==> config.mk <==
export PLATFORM = sky130hd
export DESIGN_NAME = mmu_port_arbiter
export DESIGN_NICKNAME = d
export VERILOG_FILES = /design/src/rtl/mmu_port_arbiter.sv
export SDC_FILE = /design/constraint.sdc
export NUM_CORES = 1
export LEC_CHECK = 0
export BUFFER_PORTS_ARGS = -buffer_cell sky130_fd_sc_hd__clkbuf_2
export CORE_AREA = 2 2 134 136
export CTS_BUF_LIST = sky130_fd_sc_hd__clkbuf_2
export DETAILED_ROUTE_END_ITERATION = 16
export DIE_AREA = 0 0 136 138
export SLEW_MARGIN = 20
export SYNTH_ARGS = -nofsm -noshare
export SYNTH_HDL_FRONTEND = slang
export SYNTH_SLANG_ARGS = --single-unit
==> constraint.sdc <==
create_clock -name clk -period 4.5 [get_ports clk]
set_input_delay 0.9 -clock clk [delete_from_list [all_inputs] [get_ports clk]]
set_output_delay 0.9 -clock clk [all_outputs]
set_load 0.01 [all_outputs]
==> src/rtl/mmu_port_arbiter.sv <==
// Round-robin arbiter sharing one MMU memory port among NREQ requesters, with an owner lock for RMW.
// Optional BUSY watchdog enabled by defining MMU_ARB_TIMEOUT_EN.
module mmu_port_arbiter #(
    parameter int NREQ    = 3,
    parameter int AW      = 32,
    parameter int DW      = 32,
    parameter int TIMEOUT = 255
) (
    input  logic               clk,
    input  logic               rst,
    input  logic [NREQ-1:0]    req_i,
    input  logic [NREQ-1:0]    we_i,
    input  logic [NREQ-1:0]    lock_i,
    input  logic [NREQ*AW-1:0] adr_i,
    input  logic [NREQ*DW-1:0] dat_i,
    output logic [NREQ-1:0]    gnt_o,
    output logic [NREQ-1:0]    ack_o,
    output logic [DW-1:0]      dat_o,
    output logic               err_o,
    output logic               mem_req_o,
    output logic               mem_we_o,
    output logic [AW-1:0]      mem_adr_o,
    output logic [DW-1:0]      mem_dat_o,
    input  logic [DW-1:0]      mem_dat_i,
    input  logic               mem_ack_i
);
    localparam int IW = $clog2(NREQ);

    typedef enum logic [1:0] {IDLE, BUSY, HOLD} state_t;

    state_t          state_q, state_d;
    logic [IW-1:0]   ptr_q, ptr_d, own_q, own_d;
    logic [NREQ-1:0] gnt_q, gnt_d, ack_q, ack_d;
    logic [DW-1:0]   dat_q, dat_d;
    logic            err_q, err_d;
    logic            mem_req_q, mem_req_d, mem_we_q, mem_we_d;
    logic [AW-1:0]   mem_adr_q, mem_adr_d;
    logic [DW-1:0]   mem_dat_q, mem_dat_d;

    logic [NREQ-1:0] elig;
    logic            found;
    logic [IW-1:0]   win;
    logic            issue;
    logic [IW-1:0]   issue_idx;
    logic            timeout_hit;

    function automatic logic [NREQ-1:0] onehot(input logic [IW-1:0] idx);
        onehot      = '0;
        onehot[idx] = 1'b1;
    endfunction

`ifdef MMU_ARB_TIMEOUT_EN
    localparam int CW = $clog2(TIMEOUT + 1);
    logic [CW-1:0] cnt_q, cnt_d;

    // Counter is zero in the first BUSY cycle and counts BUSY cycles elapsed.
    always_comb begin
        cnt_d = '0;
        if (state_q == BUSY) cnt_d = cnt_q + 1'b1;
    end

    assign timeout_hit = (cnt_q == CW'(TIMEOUT - 1));

    always_ff @(posedge clk or posedge rst) begin
        if (rst) cnt_q <= '0;
        else     cnt_q <= cnt_d;
    end
`else
    assign timeout_hit = 1'b0;
`endif

    // A requester in its ack cycle is masked so it cannot be re-granted immediately.
    always_comb begin
        int            c;
        logic [IW-1:0] cidx;
        elig  = req_i & ~ack_q;
        found = 1'b0;
        win   = '0;
        c     = 0;
        cidx  = '0;
        for (int i = 0; i < NREQ; i++) begin
            c = int'(ptr_q) + i;
            if (c >= NREQ) c = c - NREQ;
            cidx = IW'(c);
            if (!found && elig[cidx]) begin
                found = 1'b1;
                win   = cidx;
            end
        end
    end

    always_comb begin
        state_d   = state_q;
        ptr_d     = ptr_q;
        own_d     = own_q;
        gnt_d     = gnt_q;
        ack_d     = '0;
        dat_d     = dat_q;
        err_d     = 1'b0;
        mem_req_d = mem_req_q;
        mem_we_d  = mem_we_q;
        mem_adr_d = mem_adr_q;
        mem_dat_d = mem_dat_q;
        issue     = 1'b0;
        issue_idx = own_q;
        case (state_q)
            IDLE: begin
                if (found) begin
                    issue     = 1'b1;
                    issue_idx = win;
                    ptr_d     = (int'(win) == NREQ - 1) ? '0 : win + 1'b1;
                end
            end
            BUSY: begin
                if (mem_ack_i) begin
                    mem_req_d = 1'b0;
                    ack_d     = onehot(own_q);
                    dat_d     = mem_we_q ? '0 : mem_dat_i;
                    if (lock_i[own_q]) begin
                        state_d = HOLD;
                    end else begin
                        state_d = IDLE;
                        gnt_d   = '0;
                    end
                end else if (timeout_hit) begin
                    // Watchdog abort always releases the lock.
                    mem_req_d = 1'b0;
                    ack_d     = onehot(own_q);
                    err_d     = 1'b1;
                    dat_d     = '0;
                    state_d   = IDLE;
                    gnt_d     = '0;
                end
            end
            HOLD: begin
                if (elig[own_q]) begin
                    issue = 1'b1;
                end else if (!lock_i[own_q]) begin
                    state_d = IDLE;
                    gnt_d   = '0;
                end
            end
            default: state_d = IDLE;
        endcase
        if (issue) begin
            state_d   = BUSY;
            own_d     = issue_idx;
            gnt_d     = onehot(issue_idx);
            mem_req_d = 1'b1;
            mem_we_d  = we_i[issue_idx];
            mem_adr_d = adr_i[int'(issue_idx)*AW +: AW];
            mem_dat_d = dat_i[int'(issue_idx)*DW +: DW];
        end
    end

    always_ff @(posedge clk or posedge rst) begin
        if (rst) begin
            state_q   <= IDLE;
            ptr_q     <= '0;
            own_q     <= '0;
            gnt_q     <= '0;
            ack_q     <= '0;
            dat_q     <= '0;
            err_q     <= 1'b0;
            mem_req_q <= 1'b0;
            mem_we_q  <= 1'b0;
            mem_adr_q <= '0;
            mem_dat_q <= '0;
        end else begin
            state_q   <= state_d;
            ptr_q     <= ptr_d;
            own_q     <= own_d;
            gnt_q     <= gnt_d;
            ack_q     <= ack_d;
            dat_q     <= dat_d;
            err_q     <= err_d;
            mem_req_q <= mem_req_d;
            mem_we_q  <= mem_we_d;
            mem_adr_q <= mem_adr_d;
            mem_dat_q <= mem_dat_d;
        end
    end

    assign gnt_o     = gnt_q;
    assign ack_o     = ack_q;
    assign dat_o     = dat_q;
    assign err_o     = err_q;
    assign mem_req_o = mem_req_q;
    assign mem_we_o  = mem_we_q;
    assign mem_adr_o = mem_adr_q;
    assign mem_dat_o = mem_dat_q;
endmodule

==> reports/qor.txt <==
Outcome = complete, no violations
Hold crit path type = primary input to asynchronous set/reset pin
Max Fclk = 0.303 GHz
Worst-Margin Slew = 0.830 ns
Gr ovfl total = 0
Clock Sink Count = 110
Vias/cell = 4.93
Commonest non-fill, non-tap cell in the layout = clkbuf_2
Vias = 5882
Worst reg2reg path depth = 10
Insertion delay to the later sink of the worst-skew pair = 0.60 ns
# nets final = 1197
GPL Wtd Cong = 0.845
Worst setup path class = flip-flop to flip-flop
DRT iter0 DRCs = 309
Top sig layer = met4
Post-CTS Hold Buffers = 0
Critical path required time = 5.03 ns
Largest net degree at the start of global routing = 131
HPWL after DPL = 14.9 mm
Post-CTS Resized = 0
Cell Rows = 49
Initial antenna violation count = 1
Ys Warns = 0
Syn Area/Cell = 8.73 sq um
Synth cell types = 39
Post-Syn Nets = 890
Clock Root Buffer = clkbuf_2
Setup Viol. Count Final = 0
Share of cells above drive strength 1 = 0.408
Clock period minus final worst setup slack = 3.30 ns
Post-synthesis sequential area ratio = 0.484
Pwr dens = 708 nW/um^2
Floorplan core area = 17500 sq um
Met1 wire length = 8.34 mm
Clk buf depth = 2
Final Max Tran Viols = 0
Rel. slew slack = 0.446
Die width = 136 um
Hold Vio Cnt, Final = 0
Final setup skew = 0.0375 ns
DRC violations left = 0
Area Overhead vs Synth = 33.6%
RSZ-0062 raised after global routing = false
Vias in the first global route = 5713
Synth Instances = 652
Startpoint types = flip-flop
Crit share post-route = 0.733
Ports = 341
Wire per inst = 17.0 um
CTS tree = done
Initial Util = 0.325
Met2 wire length = 9.77 mm
Most frequent cells in the layout = 349 x clkbuf_2, 122 x a21oi_1, 110 x dfrtp_1
Type of destination of the critical path = flip-flop
First-pass GRT wire length = 31.4 mm
Final core utilization = 0.433
Total Routed Length = 20.3 mm
CTS Buf Count = 9
Critical path arrival = 3.83 ns
Critical path peak fanout = 39
PortBufs = 339
DR pass1 iterations = 5
GRT Util Overall = 0.214
Max-cap violations = 0
Htree depth = 3
Die ar. = 18800 sq um
Post-route ant nets = 0
Pleak = 3.89 nW
#FFs+latches synth = 110
Die Y = 138 um
Mapped Area = 5690 sq um
Peak supply drop = 0.000477 V
Setup TNS = 0 ns
Worst-path clk slew = 0.31 ns
Post-CTS Setup Inserts = 0
Routed wl met3 = 1.82 mm
-- layer usage --
layer | vias to the layer above | global-route usage
li1 | 2866 | -
met1 | 2748 | 0.277
met2 | 252 | 0.343
met3 | 16 | 0.0678
met4 | 0 | 0.0598
met5 | - | 0
-- area by class of cell --
class | count | area, sq um
repair buffers | 349 | 1800
diodes | 1 | 2.50
inverters | 7 | 28.8
clock buffers | 10 | 50.0
well taps | 229 | 287
clock inverters | 6 | 60.1
multi-input cells | 482 | 2620
fillers | 1804 | 9930
flip-flops and latches | 110 | 2750
-- Yosys cell counts --
cell type / count / area [sq um]
or4_4: 1 / 11.3
a21oi_1: 122 / 611
mux2_2: 1 / 11.3
maj3_1: 1 / 10.0
nor2_1: 71 / 267
a21o_1: 2 / 15.0
o21ai_0: 36 / 180
ha_1: 2 / 25.0
nand3b_1: 3 / 22.5
buf_2: 15 / 75.1
buf_4: 11 / 82.6
dfrtp_1: 110 / 2750
nand2_1: 105 / 394
nor3b_1: 2 / 15.0
inv_2: 2 / 7.51
clkbuf_1: 22 / 82.6
nor2b_4: 2 / 27.5
mux2i_1: 2 / 20.0
buf_6: 5 / 56.3
inv_1: 5 / 18.8
a221o_1: 2 / 20.0
nand2b_1: 34 / 213
o221a_2: 1 / 11.3
o31ai_1: 3 / 22.5
a221oi_1: 1 / 8.76
or2_1: 1 / 6.26
conb_1: 1 / 3.75
a21oi_2: 10 / 87.6
or2_2: 1 / 6.26
nand3_2: 1 / 10.0
o221ai_1: 2 / 17.5
nor3_1: 3 / 15.0
a211oi_2: 9 / 113
and2_1: 2 / 12.5
a211oi_1: 57 / 428
a22o_1: 1 / 8.76
o31a_1: 1 / 8.76
o21ai_1: 1 / 5.00
o2bb2ai_1: 1 / 8.76
-- registers in the layout (all words and copies together), names as in the netlist --
name	cells
ack_o	3
dat_o	32
gnt_o	3
mem_adr_o	32
mem_dat_o	32
mem_req_o	1
mem_we_o	1
own_q	2
ptr_q	2
state_q	2
-- kinds of logic (layout without fill, tap and decap cells) --
family	after synthesis	count (layout)	share of synthesized area
AO/OA/AOI/OAI	249	249	0.272
AND/OR/NAND/NOR	226	226	0.176
flip-flops	110	110	0.484
adder cells (fa/ha/maj)	3	3	0.00616
multiplexers	3	3	0.00550
other	1	2	0.000659
buffers and inverters	60	372	0.0567
-- path summary, 6_finish.rpt --
path | from | to | slack (ns)
worst max register to register | ptr_q[0] | mem_dat_o[25] | 1.20
worst min register to register | dat_o[23] | dat_o[23] | 0.52
worst min-delay path | rst | dat_o[5] | 0.39
worst max-delay path | ptr_q[0] | mem_dat_o[25] | 1.20
max in group asynchronous | rst | mem_dat_o[28] | 3.16
min in group clk | adr_i[20] | mem_adr_o[20] | 0.45
-- worst max-delay path, stage by stage, from the launching register on --
cell	delay (ns)
dfrtp_1	0.45
inv_1	0.05
ha_1	0.35
nor2_1	0.16
o31ai_1	0.10
a221o_1	0.42
or4_4	0.55
nand3_2	0.48
buf_12	0.30
a21oi_1	0.07
a211oi_1	0.26
-- report_power, final --
part	internal [mW]	switching (mW)	leakage, nW
Combinational	1.19	2.00	2.51
Clock	0.131	0.341	0.0718
Sequential	1.44	0.286	1.31
Total	2.76	2.62	3.89
-- per-stage QoR --
step                      area (sq um)  power (mW)  hold WS (ns)  cells  setup slack [ns]
final                             7600        5.38         0.389   1194              1.20
after global routing              7600        5.86         0.344   1194             0.948
after floorplan                   5690        3.91         0.476    652             0.698
after global placement            7490        4.91         0.460   1177              1.08
after detailed placement          7490        4.97         0.470   1177             0.985
after CTS                         7600        5.45         0.350   1193              1.18
(Power assumes the default switching activity.)
